[config.mk]
export PLATFORM = sky130hd
export DESIGN_NAME = burst_bus_arbiter
export DESIGN_NICKNAME = d
export VERILOG_FILES = /design/src/rtl/burst_bus_arbiter_pkg.sv /design/src/rtl/burst_bus_arbiter_rr_pick.sv /design/src/rtl/burst_bus_arbiter.sv
export SDC_FILE = /design/constraint.sdc
export NUM_CORES = 1
export LEC_CHECK = 0
export CORE_AREA = 2 2 202 204
export CTS_CLUSTER_DIAMETER = 60
export DETAILED_ROUTE_END_ITERATION = 12
export DIE_AREA = 0 0 204 206
export GPL_ROUTABILITY_DRIVEN = 0
export HOLD_SLACK_MARGIN = 0.06
export MAX_ROUTING_LAYER = met4
export PLACE_DENSITY = 0.4
export SETUP_SLACK_MARGIN = 0.4
export SLEW_MARGIN = 10
export SYNTH_ARGS = -nofsm -noshare
export SYNTH_HDL_FRONTEND = slang
export SYNTH_SLANG_ARGS = --single-unit
export TNS_END_PERCENT = 100
[constraint.sdc]
create_clock -name clk -period 7.8 [get_ports clk]
set_input_delay 1.17 -clock clk [delete_from_list [all_inputs] [get_ports clk]]
set_output_delay 1.17 -clock clk [all_outputs]
set_load 0.05 [all_outputs]
[src/rtl/burst_bus_arbiter_pkg.sv]
// Shared types and constants for the burst-bus arbiter and its round-robin picker.
package burst_bus_arbiter_pkg;

  typedef enum bit [1:0] {ARB_IDLE, ARB_WRITE, ARB_READ} burst_arb_state_e;

  localparam logic BURST_CMD_READ  = 1'b0;
  localparam logic BURST_CMD_WRITE = 1'b1;

  // Index width for n channels; a single channel still needs one bit.
  function automatic int unsigned idx_width(input int unsigned n);
    return (n > 1) ? $clog2(n) : 1;
  endfunction

endpackage

[src/rtl/burst_bus_arbiter_rr_pick.sv]
// Combinational round-robin picker: first requester strictly after last_grant, wrapping modulo N.
module rr_priority_pick
  import burst_bus_arbiter_pkg::*;
#(
  parameter int unsigned N  = 3,
  parameter int unsigned IW = idx_width(N)
) (
  input  logic [N-1:0]  req,
  input  logic [IW-1:0] last_grant,
  output logic [N-1:0]  grant,
  output logic [IW-1:0] grant_idx
);

  logic        found;
  int unsigned idx;

  always_comb begin
    grant     = '0;
    grant_idx = '0;
    found     = 1'b0;
    idx       = 0;
    for (int unsigned i = 1; i <= N; i++) begin
      idx = (32'(last_grant) + i) % N;
      if (!found && req[idx]) begin
        found      = 1'b1;
        grant[idx] = 1'b1;
        grant_idx  = IW'(idx);
      end
    end
  end

endmodule

[src/rtl/burst_bus_arbiter.sv]
// N-to-1 burst-bus arbiter: round-robin grant held for one full burst, read beats routed to the owner.
module burst_bus_arbiter
  import burst_bus_arbiter_pkg::*;
#(
  parameter int unsigned NUM_MASTERS = 3,
  parameter int unsigned DATA_WIDTH  = 64,
  parameter int unsigned ADDR_WIDTH  = 21,
  parameter int unsigned BURST_BEATS = 4
) (
  input  logic                                         clk,
  input  logic                                         reset_n,
  input  logic [NUM_MASTERS-1:0]                       m_cmd_en,
  input  logic [NUM_MASTERS-1:0]                       m_cmd,
  input  logic [NUM_MASTERS-1:0][ADDR_WIDTH-1:0]       m_addr,
  input  logic [NUM_MASTERS-1:0][DATA_WIDTH-1:0]       m_wr_data,
  input  logic [NUM_MASTERS-1:0][DATA_WIDTH/8-1:0]     m_data_mask,
  output logic [NUM_MASTERS-1:0]                       m_ready,
  output logic [DATA_WIDTH-1:0]                        m_rd_data,
  output logic [NUM_MASTERS-1:0]                       m_rd_data_valid,
  output logic                                         s_cmd_en,
  output logic                                         s_cmd,
  output logic [ADDR_WIDTH-1:0]                        s_addr,
  output logic [DATA_WIDTH-1:0]                        s_wr_data,
  output logic [DATA_WIDTH/8-1:0]                      s_data_mask,
  input  logic                                         s_ready,
  input  logic [DATA_WIDTH-1:0]                        s_rd_data,
  input  logic                                         s_rd_data_valid,
  output logic                                         busy
);

  localparam int unsigned OW = idx_width(NUM_MASTERS);
  localparam int unsigned BW = $clog2(BURST_BEATS);
  localparam logic [BW-1:0] LAST_BEAT   = BW'(BURST_BEATS - 1);
  localparam logic [OW-1:0] LAST_MASTER = OW'(NUM_MASTERS - 1);

  if (BURST_BEATS < 2 || (BURST_BEATS & (BURST_BEATS - 1)) != 0) begin : g_bad_beats
    $error("burst_bus_arbiter: BURST_BEATS must be a power of two and at least 2");
  end
  if (NUM_MASTERS < 2 || NUM_MASTERS > 8) begin : g_bad_masters
    $error("burst_bus_arbiter: NUM_MASTERS must be in 2..8");
  end

  burst_arb_state_e state_q;
  logic [OW-1:0]    owner_q;
  logic [OW-1:0]    last_grant_q;
  logic [BW-1:0]    beat_cnt_q;

  logic [NUM_MASTERS-1:0] pick_grant;
  logic [OW-1:0]          pick_idx;
  logic                   issue;
  logic [OW-1:0]          sel;

  rr_priority_pick #(
    .N  (NUM_MASTERS),
    .IW (OW)
  ) u_pick (
    .req        (m_cmd_en),
    .last_grant (last_grant_q),
    .grant      (pick_grant),
    .grant_idx  (pick_idx)
  );

  // The issue cycle is combinational, so the bus mux follows the winner before owner_q is loaded.
  always_comb begin
    issue           = (state_q == ARB_IDLE) && s_ready && (|m_cmd_en);
    sel             = issue ? pick_idx : owner_q;
    s_cmd_en        = issue;
    s_cmd           = m_cmd[sel];
    s_addr          = m_addr[sel];
    s_wr_data       = m_wr_data[sel];
    s_data_mask     = m_data_mask[sel];
    m_ready         = issue ? pick_grant : '0;
    m_rd_data       = s_rd_data;
    m_rd_data_valid = '0;
    if (state_q == ARB_READ) begin
      m_rd_data_valid[owner_q] = s_rd_data_valid;
    end
    busy            = (state_q != ARB_IDLE);
  end

  // Writes count cycles from the issue beat; reads count received beats, so they start from zero.
  always_ff @(posedge clk) begin
    if (!reset_n) begin
      state_q      <= ARB_IDLE;
      owner_q      <= '0;
      beat_cnt_q   <= '0;
      last_grant_q <= LAST_MASTER;
    end else begin
      case (state_q)
        ARB_IDLE: begin
          if (issue) begin
            owner_q      <= pick_idx;
            last_grant_q <= pick_idx;
            if (m_cmd[pick_idx] == BURST_CMD_WRITE) begin
              state_q    <= ARB_WRITE;
              beat_cnt_q <= BW'(1);
            end else begin
              state_q    <= ARB_READ;
              beat_cnt_q <= '0;
            end
          end
        end
        ARB_WRITE: begin
          beat_cnt_q <= beat_cnt_q + 1'b1;
          if (beat_cnt_q == LAST_BEAT) begin
            state_q <= ARB_IDLE;
          end
        end
        ARB_READ: begin
          if (s_rd_data_valid) begin
            beat_cnt_q <= beat_cnt_q + 1'b1;
            if (beat_cnt_q == LAST_BEAT) begin
              state_q <= ARB_IDLE;
            end
          end
        end
        default: state_q <= ARB_IDLE;
      endcase
    end
  end

endmodule

# Word level (Yosys, flattened, before mapping)
# Cells that the tools add are included.
# Widths: inputs -> output; s select.
# word_totals
regBits,8
word_cells,90
output_inout_bits,166
# op_classes
add_sub_neg,4
mux,44
div_mod_pow,3
order_cmp,10
n_reduce_logical,17
n_bitwise,3
eq_ne,5
# op_table
op,n
$bmux 64 s2,1
$ge 32x1->1 const B,3
$lt 32x3->1 const B,3
$mod 32x2->32 const B,3
$mux 64,1
$bmux 21 s2,1
$mux 21,1
$mux 2,10
$bmux 8 s2,1
$mux 3,5
$mux 1,12
$pmux 2 s3,2
$bmux 1 s2,5
$lt 2x3->1 const B,3
$demux 1 s2,4
$logic_and 1x1->1,8
$mux 8,1
$add 2x2->3 const B,2
$or 3x3->3,2
$eq 2x2->1 const B,2
$ne 2x2->1 const B,2
$reduce_and 2->1,2
$add 2x1->3 const B,1
$and 3x3->3,1
9 further kinds,10

# Longest topological paths before layout
# logic_depth
depth_word,16
depth_mapped,12

# Cells and area by module
# A second synthesis with hierarchy kept.
# unflattened
hier_cells,374
area_unflattened_um2,3188.1
# modules_own_cells
mod,instances,cells_per_inst,area_per_inst_um2
burst_bus_arbiter,1,339,2929.1
rr_priority_pick,1,35,259.0

# Least setup slack after synthesis
# No wires, ideal clock.
# synth_path
path_type,in2out
start,input port m_cmd_en[1]
end,output port s_data_mask[0]
path_slack_ns,3.033
cell_stages,7
arrival_time_ns,3.597
cell_sequence,buf_2 > o311ai_4 > clkinv_1 > o31ai_1 > buf_2 > buf_2 > a221o_1
# synth_between
word_cells_on_any_way,20
classes_between,mux (14); reduce/logical (6)
# synth_rtl
item,line_no,source
"start, declared",burst_bus_arbiter.sv:12,"input logic [NUM_MASTERS-1:0] m_cmd_en,"
$reduce_or 3->1,burst_bus_arbiter.sv:65,issue = (state_q == ARB_IDLE) && s_ready && (|m_cmd_en);
$logic_and 1x1->1,burst_bus_arbiter.sv:65,
net s_cmd_en,burst_bus_arbiter.sv:20,"output logic s_cmd_en,"
$mux 2,n/a,
$bmux 8 s2,burst_bus_arbiter.sv:71,s_data_mask = m_data_mask[sel];
$mux 8 (implied by the code),burst_bus_arbiter.sv:71,
"end, declared",burst_bus_arbiter.sv:24,"output logic [DATA_WIDTH/8-1:0] s_data_mask,"
# The timed path passes the listed nets, and every way through them passes these cells. The select of a mux whose other input is x is not followed.

# Worst setup path in the final report
# layout_path
start,input port m_cmd_en[1]
end,output port s_wr_data[46]
# layout_between
elab_chain_len,12
word_cells_on_any_way,20
classes_between,mux (14); reduce/logical (6)
# layout_rtl
item,line_no,source
$bmux 1 s2,burst_bus_arbiter_rr_pick.sv:24,if (!found && req[idx]) begin
$mux 1 (implied by the code),burst_bus_arbiter_rr_pick.sv:24,
$mux 1,burst_bus_arbiter_rr_pick.sv:24,
$logic_not 1->1,burst_bus_arbiter_rr_pick.sv:24,
$logic_and 1x1->1,burst_bus_arbiter_rr_pick.sv:24,
$mux 1,burst_bus_arbiter_rr_pick.sv:24,
$logic_not 1->1,burst_bus_arbiter_rr_pick.sv:24,
$logic_and 1x1->1,burst_bus_arbiter_rr_pick.sv:24,
$mux 2,burst_bus_arbiter_rr_pick.sv:24,
$mux 2 (*),n/a,
$bmux 64 s2 (*),burst_bus_arbiter.sv:70,s_wr_data = m_wr_data[sel];
$mux 64 (implied by the code) (*),burst_bus_arbiter.sv:70,
"end, declared",burst_bus_arbiter.sv:23,"output logic [DATA_WIDTH-1:0] s_wr_data,"
# Every way passes the cells marked *; elsewhere a longest branch is shown, timed or not. The select of a mux whose other input is x is not followed.

==> impl_metrics.py <==
metrics = {
    "outcome": {
        "status": "completed",
    },
    "synth": {
        "syn_area_um2": 3060,
        "synthSimpleGateAreaFrac_pct": 25.59,
        "synth-xor-area-share_pct": 0,
        "ys_seq_elements": 8,
        "synthesis.nets": 747,
        "postSynthCellCount": 386,
        "async_flop_share_pct": 0,
        "synth_edf_count": 0,
        "synthMuxAreaShare_pct": 2.003,
        "synth_fa_ha_area_share_pct": 3.271,
        "synth-compound-area-share_pct": 39.70,
        "synth_ff_type": "dfxtp_1",
        "synth_top_family_by_area": "compound AO/OA/AOI/OAI gates",
        "synth.distinct_cells": 43,
        "ys_warn_count": 0,
        "ys_seq_area_share_pct": 5.233,
        "avgSynthCellArea_um2": 7.929,
    },
    "hold_path": {
        "holdCritStartpoint": "beat_cnt_q[1]",
        "min_to": "beat_cnt_q[1]",
        "holdPathStages": 2,
        "hp-class": "reg -> reg",
    },
    "sta": {
        "timing.final.crit_share_pct": 80.98,
        "rsz0062_at_grt": "no",
        "final_hold_viol_count": 0,
        "period_needed_ps": 6316,
        "setup_viol": 0,
        "drv_slew": 0,
        "fin_setup_tns_ps": 0,
        "fin_ws_ps": 1484,
        "fmax_ghz": 0.1583,
        "finalClockSkew_ps": 1.829,
        "max-slew-margin-rel_pct": 33.34,
        "worstMarginPinSlew_ps": 999.9,
    },
    "layout": {
        "area_growth_pct": 130.7,
        "final_cells": 1218,
        "drive_gt1_share_pct": 2.190,
        "final_cell_mix": "390 x clkdlybuf4s50_1, 94 x a221o_1, 67 x and2_0, 27 x and2_1",
        "nets": 1048,
        "mostFrequentLayoutCell": "clkdlybuf4s50_1",
    },
    "clocking": {
        "cts_tree": "built",
        "cts_max_path_buffers": 2,
        "cts_resized": 0,
        "post_cts_buffers": 0,
        "numCtsBuffers": 3,
        "clock_latency_ps": 230,
        "ctsHoldBuffers": 0,
        "cts_sinks": 8,
        "htree_levels": 1,
        "clk_pin_slew_worst_paths_ps": 40,
        "clockRootBuffer": "clkbuf_16",
    },
    "global_routing": {
        "grt_pass1_vias": 4393,
        "grt_max_degree": 95,
        "grt_pass1_wl_um": 27760,
        "grt_usage_pct": 9.157,
        "overflow": 0,
        "antenna_found_initial": 2,
    },
    "critical_path": {
        "worst_r2r_endpoint": "beat_cnt_q[0]",
        "worstSetupEndpointType": "primary output",
        "path_cells": "clkdlybuf4s50_1 -> o311ai_4 -> clkinv_1 -> nor3b_1 -> a31o_4 -> and2_0 -> a221o_1 -> clkdlybuf4s50_1",
        "critical_path.max_fanout": 94,
        "startpoint": "m_cmd_en[1]",
        "cp-start-kind": "input port",
        "required_ps": 6630,
        "cp.arrival_ps": 5150,
        "slowest_stage": "clkdlybuf4s50_1",
        "cp.depth": 8,
        "cp_slowest_stage_delay_ps": 860,
        "crit_buf_inv": 3,
        "path_class": "in -> out",
        "ff2ff_path_depth": 9,
        "crit_path_frequent_cell": "clkdlybuf4s50_1",
        "critPathTopFamily": "buffers and inverters",
        "reg2reg_from": "last_grant_q[0]",
        "rrSetupSlack_ps": 5000,
    },
    "placed_design": {
        "portBuffers": 390,
        "hpwl_um": 17660,
        "pre_cts_slack_ps": 1393,
        "dp_cells": 1214,
    },
    "floorplan": {
        "rows": 74,
        "start_util_pct": 7.616,
        "die_x_um": 204,
        "core_um2": 40180,
        "die_height_um": 206,
        "io_pins": 519,
        "die_area_um2": 42020,
    },
    "power_and_ir_drop": {
        "cellPowerDensity_nw_per_um2": 457.5,
        "power_uw": 3230,
        "ir_drop_mv": 0.1753,
        "leakage_uw": 0.002436,
    },
    "routing": {
        "finalWirelength_um": 21180,
        "via_per_inst": 3.522,
        "drtAntennaViolNets": 0,
        "drc": 0,
        "drt-initial-drc-count": 259,
        "vias": 4290,
        "wl_per_cell_um": 17.39,
        "drtPass1Iterations": 4,
    },
    "job": {
        "maxCapViolCount": 0,
    },
}
==> worst register-to-register path: stages, from the launching register on <==
cell,delay (ps)
dfxtp_1,340
inv_1,80
ha_1,510
mux2i_1,290
o21ai_1,160
a211oi_1,330
o2bb2ai_1,190
mux2i_1,190
a2111oi_0,490
o21a_1,160
==> power by group <==
part / leakage, µW / switching [µW] / internal (µW)
Sequential: 0.0000657 / 13.8 / 53.3
Clock: 0.0000370 / 19.0 / 66.0
Combinational: 0.00233 / 1980 / 1100
Total: 0.00244 / 2020 / 1210
==> cell type report <==
class,instances,area [µm²]
flip-flops and latches,8,160.2
fillers,4522,33120
well taps,532,665.6
clock buffers,3,75.07
multi-input cells,271,2190
inverters,9,33.78
diodes,1,2.502
repair buffers,394,3934
==> synthesized netlist by cell type, types with 3 or more instances <==
library cell  number  area (µm²)
a221o_1           94       940.9
buf_4             72       540.5
and2_0            67       419.2
and2_1            27       168.9
buf_2             13       65.06
dfxtp_1            8       160.2
ha_1               8       100.1
inv_1              8       30.03
buf_6              7       78.83
a21oi_1            6       30.03
clkbuf_1           6       22.52
nand2_1            6       22.52
mux2i_1            5       50.05
nor2_1             5       18.77
nand3_1            4       20.02
nand3b_1           4       30.03
nor2b_1            4       25.02
nor3b_1            4       30.03
o21a_1             4       30.03
o21ai_0            4       20.02
a21boi_0           3       22.52
==> worst max-delay path by stage <==
stage	to	slack (ps)
floorplan	s_data_mask[0]	3030
global placement	s_wr_data[62]	1510
detailed placement	s_wr_data[62]	1390
CTS	s_wr_data[62]	1370
global route	s_wr_data[62]	1090
finish	s_wr_data[46]	1480
==> through the flow <==
step	cell area [µm²]	hold WS [ps]	utilization [%]
6_report	7061	474.4	17.57
3_5_place_dp	6983	478.1	17.38
4_1_cts	7058	483.4	17.56
3_3_place_gp	6983	461.6	17.38
2_1_floorplan	3060	444.7	-
5_1_grt	7061	538.1	17.57
==> kinds of logic (layout without fill, tap and decap cells) <==
kind of cell / count (synthesis) / count (layout)
other cells: 0 / 1
flops: 8 / 8
fa+ha+maj: 8 / 8
compound gates: 129 / 129
buf+inv: 107 / 406
mux: 6 / 6
simple gates: 128 / 128
==> flip-flops by register name (all words and copies together), names as in the netlist <==
| register | flops |
|---|---|
| state_q | 2 |
| owner_q | 2 |
| beat_cnt_q | 2 |
| last_grant_q | 2 |
==> metal layers <==
layer	GRT usage, %	up-vias	share of wire, %
li1	-	2022	-
met1	10.12	1928	39
met2	15.49	306	47
met3	3.012	34	11
met4	3.131	0	3.6
met5	-	-	0
(Power assumes the default switching activity.)
